### config.mk
export PLATFORM = sky130hd
export DESIGN_NAME = turn_timer
export DESIGN_NICKNAME = d
export VERILOG_FILES = /design/src/rtl/turn_timer.sv
export SDC_FILE = /design/constraint.sdc
export NUM_CORES = 1
export LEC_CHECK = 0
export BUFFER_PORTS_ARGS = -buffer_cell sky130_fd_sc_hd__clkbuf_2
export CAP_MARGIN = 0
export CORE_UTILIZATION = 50
export DETAILED_ROUTE_END_ITERATION = 7
export GPL_TIMING_DRIVEN = 0
export MAX_ROUTING_LAYER = met4
export PLACE_DENSITY = 0.75
export SLEW_MARGIN = 20
export SYNTH_ARGS = -nofsm -noshare
export SYNTH_HDL_FRONTEND = slang
export SYNTH_SLANG_ARGS = --single-unit
### constraint.sdc
create_clock -name clk -period 8.54 [get_ports clk]
set_input_delay 0 -clock clk [delete_from_list [all_inputs] [get_ports clk]]
set_output_delay 0 -clock clk [all_outputs]
set_load 0.1 [all_outputs]
### src/rtl/turn_timer.sv
// Per-turn BCD countdown timer: reloads TURN_SECS on start, ticks once per CLK_HZ
// cycles, and pulses timeout for one cycle when the count reaches 00.
module turn_timer #(
  parameter int unsigned CLK_HZ    = 50_000_000,
  parameter int unsigned TURN_SECS = 30,
  parameter int unsigned WARN_SECS = 5
) (
  input  logic       clk,
  input  logic       rst,
  input  logic       start,
  input  logic       pause,
  input  logic       clear,
  output logic [3:0] tens,
  output logic [3:0] ones,
  output logic       running,
  output logic       warn,
  output logic       timeout
);

  localparam int unsigned PW        = (CLK_HZ > 2) ? $clog2(CLK_HZ) : 1;
  localparam logic [PW-1:0] PRESC_TC = PW'(CLK_HZ - 1);
  localparam logic [3:0] TENS_INIT  = 4'(TURN_SECS / 10);
  localparam logic [3:0] ONES_INIT  = 4'(TURN_SECS % 10);
  localparam logic [6:0] WARN_VAL   = 7'(WARN_SECS);

  typedef enum logic [1:0] {
    ST_IDLE    = 2'd0,
    ST_RUN     = 2'd1,
    ST_EXPIRED = 2'd2
  } state_e;

  state_e        state_q, state_d;
  logic [PW-1:0] presc_q, presc_d;
  logic [3:0]    tens_q, tens_d;
  logic [3:0]    ones_q, ones_d;
  logic          running_q, running_d;
  logic          warn_q, warn_d;
  logic          timeout_q, timeout_d;
  logic [6:0]    value_d;

  // State and output registers
  always_ff @(posedge clk) begin
    if (rst) begin
      state_q   <= ST_IDLE;
      presc_q   <= '0;
      tens_q    <= 4'd0;
      ones_q    <= 4'd0;
      running_q <= 1'b0;
      warn_q    <= 1'b0;
      timeout_q <= 1'b0;
    end else begin
      state_q   <= state_d;
      presc_q   <= presc_d;
      tens_q    <= tens_d;
      ones_q    <= ones_d;
      running_q <= running_d;
      warn_q    <= warn_d;
      timeout_q <= timeout_d;
    end
  end

  // Next-state: clear beats start beats the prescaler tick
  always_comb begin
    state_d   = state_q;
    presc_d   = presc_q;
    tens_d    = tens_q;
    ones_d    = ones_q;
    timeout_d = 1'b0;

    if (clear) begin
      state_d = ST_IDLE;
      presc_d = '0;
      tens_d  = 4'd0;
      ones_d  = 4'd0;
    end else if (start) begin
      state_d = ST_RUN;
      presc_d = '0;
      tens_d  = TENS_INIT;
      ones_d  = ONES_INIT;
    end else begin
      case (state_q)
        ST_RUN: begin
          if (!pause) begin
            if (presc_q == PRESC_TC) begin
              presc_d = '0;
              if (ones_q != 4'd0) begin
                ones_d = ones_q - 4'd1;
              end else begin
                ones_d = 4'd9;
                tens_d = tens_q - 4'd1;
              end
              if (tens_q == 4'd0 && ones_q == 4'd1) begin
                state_d   = ST_EXPIRED;
                timeout_d = 1'b1;
              end
            end else begin
              presc_d = presc_q + PW'(1);
            end
          end
        end
        ST_IDLE, ST_EXPIRED: presc_d = '0;
        default: begin
          state_d = ST_IDLE;
          presc_d = '0;
        end
      endcase
    end

    // warn is derived from next-state digits so it lines up with them
    value_d   = 7'(tens_d) * 7'd10 + 7'(ones_d);
    running_d = (state_d == ST_RUN);
    warn_d    = running_d && (value_d != 7'd0) && (value_d <= WARN_VAL);
  end

  assign tens    = tens_q;
  assign ones    = ones_q;
  assign running = running_q;
  assign warn    = warn_q;
  assign timeout = timeout_q;

endmodule

==> results.toml <==
[placement]
dpl_cell_area_mm2 = 0.00224
place_congestion = 0.810
place.port_buffers = 13
dp_hpwl_um = 2980
pre_cts_slack_ns = 4.33

[synth]
synth-seq-area-share = 0.369
synthCells = 246
syn-num-nets = 261
postSynthAreaPerCell_um2 = 8.60
yosysUniqueCellTypes = 40
yosys_warnings = 0
synth_area_mm2 = 0.00211
synth_seq_cells = 39

[critical_path]
worst_path_dominant_cell_family = "adder cells"
cp_max_fo = 4
r2r_slack_ns = 4.33
critical_path_buf_inv_count = 1
worst_setup_path_start_kind = "flip-flop"
crit_top_cell = "ha_1"
worstRegToRegCells = 15
timing.rr.start = "ones[1]$_SDFF_PP0_"
crit_slowest_cell = "fa_1"
path_cells = "inv_1, ha_1, nor3b_1, nand2_1, nor3_1, mux2_2, a21oi_1, ha_1, ha_1, fa_1, nand2_1, xnor2_1, xnor2_1, nand3_1, nor4b_2"
critPathArrivalTime_ns = 4.42
critPathKind = "flip-flop to flip-flop"
r2r-end = "warn$_SDFF_PP0_"
cpPeakStageDelay_ns = 0.58
critPathRequiredTime_ns = 8.75
cp-end-kind = "flip-flop"

[timing]
worst_slew_pin_slew_ns = 0.546
max_slew_margin = 0.637
skew_ns = 0.00413
fin_crit_sh = 0.493
hold_viol = 0
max_freq_mhz = 237
setup_viol = 0
hold_ws_ns = 0.0444
rsz0062_at_grt = "no"
slew_viol_final = 0
layout_setup_ws_ns = 4.33
fin_setup_tns_ns = 0
min_period_ns = 4.21

[clock_tree]
cts.clk_slew.worst_paths_ns = 0.08
root_buffer = "clkbuf_8"
clk_path_buf_depth = 2
htree_levels = 2
cts_buffers = 5
tritoncts = "yes"
cts-hold-fix-buffers = 0
clk_latency_ns = 0.29
clock_sinks = 39
post_cts_buffers = 0
ctsResizeCount = 0

[detailed_routing]
via_per_inst = 5.38
drtAntennaViolNets = 0
remaining_drc_errors = 0
routed_wl_um = 3930
wire_per_inst_um = 12.4
drtIter0Drc = 59
drt_first_pass_iters = 4
routed-via-count = 1704

[floorplanning]
fp.dieArea_mm2 = 0.00449
placementRows = 23
core-area_mm2 = 0.00403
die_w_um = 67.0
initial_core_util = 0.525
io_pins = 16
fp.dieH_um = 67.0

[min_path]
hp-class = "input pin to flip-flop"
hold_path_startpoint = "pause"
whs_path_depth = 3
min_to = "presc_q[1]$_SDFFE_PP0N_"

[finish]
drive_above_1_share = 0.112
diodes = 0
fin_nets = 281
fin_area_mm2 = 0.00236
area_growth_pct = 11.6

[global_route]
grt.overflow.total = 0
antenna_found_initial = 0
grt_pass1_vias = 1473
grt_start_max_net_pins = 13
grt_use_total = 0.197
grt_first_pass_wirelength_um = 6510

[power]
p_leak_nw = 0.870
peakVddDrop_mv = 0.0993
powerDensity_mw_per_mm2 = 154

[run_status]
status = "completed"

[run]
cap_violations = 0
==> worst register-to-register path, stage by stage (launching register included) <==
cell	delay, ns
dfxtp_1	0.35
inv_1	0.09
ha_1	0.21
nor3b_1	0.39
nand2_1	0.13
nor3_1	0.32
mux2_2	0.38
a21oi_1	0.41
ha_1	0.32
ha_1	0.22
fa_1	0.58
nand2_1	0.09
xnor2_1	0.18
xnor2_1	0.14
nand3_1	0.11
nor4b_2	0.21
==> logic make-up (layout without fill, tap and decap cells) <==
group                      Yosys count  after routing  synth area share
and+or+nand+nor                    132            132             0.331
DFF                                 39             39             0.369
xor gates and xnor gates            34             34             0.141
AOI/OAI and AO/OA                   14             14            0.0467
buffers and inverters               13             34            0.0249
adders and majority gates           10             10            0.0663
muxes                                4              4            0.0213
==> metrics by stage <==
step / cells / power (W) / util
final: 317 / 0.000363 / 0.586
after global routing: 317 / 0.000375 / 0.586
after CTS: 317 / 0.000367 / 0.586
after detailed placement: 309 / 0.000208 / 0.557
after global placement: 309 / 0.000207 / 0.557
after floorplan: 246 / 0.000204 / -
==> metal layers <==
layer	vias to the layer above	track usage	wire, µm
met3	5	0.0428	153
met4	0	0.0479	45
li1	875	-	-
met2	30	0.308	1780
met5	-	-	0
met1	794	0.259	1950
==> sequential cells by signal (all words and copies together) (netlist names) <==
name and count:
presc_q 26, ones 4, tens 4, state_q 2, running 1, timeout 1, warn 1
==> final cells by class <==
type	instances	area, µm²
clock inverters	2	35.0
fillers	375	1670
inverters	6	22.5
repair buffers	13	65.1
flip-flops and latches	39	781
clock buffers	6	82.6
multi-input cells	194	1280
well taps	50	62.6
plain buffers	7	30.0
==> cells in the final DEF (no fill, tap or decap), types with 3 or more instances in the layout <==
cell	count
nor2_1	44
dfxtp_1	39
xor2_1	20
nand2_1	19
nand3_1	16
xnor2_1	14
clkbuf_2	13
nor2b_1	8
ha_1	8
and2_1	7
a21oi_1	7
and3_1	7
inv_1	6
clkbuf_1	6
clkbuf_8	6
nor3_1	5
nand4_1	3
and4_1	3
or3_1	3
==> worst max-delay path by stage <==
stage	slack, ns	to	depth (start not counted)	startpoint
finish	4.33	warn$_SDFF_PP0_	15	ones[1]$_SDFF_PP0_
global route	3.99	warn$_SDFF_PP0_	15	ones[1]$_SDFF_PP0_
CTS	4.32	warn$_SDFF_PP0_	15	ones[1]$_SDFF_PP0_
detailed placement	4.33	warn$_SDFF_PP0_	15	ones[1]$_SDFF_PP0_
global placement	4.42	warn$_SDFF_PP0_	15	ones[1]$_SDFF_PP0_
floorplan	4.34	warn$_SDFF_PP0_	15	ones[1]$_SDFF_PP0_
==> power breakdown <==
group          internal (W)  total [W]  switching, W  leakage [nW]
Sequential         0.000183   0.000183   0.000000605         0.315
Combinational    0.00000594  0.0000204     0.0000145         0.494
Clock             0.0000945   0.000159     0.0000647        0.0612
Total              0.000283   0.000363     0.0000798         0.870
==> synth_stat cells, drive strengths merged <==
library cell  instances  area (µm²)
a21o                  1        7.51
dfxtp                39         781
or4b                  1        10.0
o31ai                 1        7.51
nor4bb                2        20.0
o41ai                 2        32.5
nand4                 3        18.8
and2                  7        43.8
nand2b                2        12.5
nor3                  5        25.0
and4b                 2        20.0
mux2i                 3        33.8
or3                   3        18.8
nand2                19        71.3
inv                   6        22.5
mux2                  1        11.3
o21ai                 2        10.0
fa                    2        40.0
nand4b                1        8.76
nor4b                 2        23.8
and4                  3        26.3
nor2b                 8        50.1
nor3b                 1        7.51
nand3                16        80.1
xnor2                14         123
and3                  7        43.8
xor2                 20         175
clkbuf                6        22.5
nand4bb               2        22.5
a31oi                 1        6.26
nor4                  2        18.8
ha                    8         100
a21oi                 7        35.0
buf                   1        7.51
or2                   2        12.5
nor2                 44         165
Power figures use the tool's default switching activity.
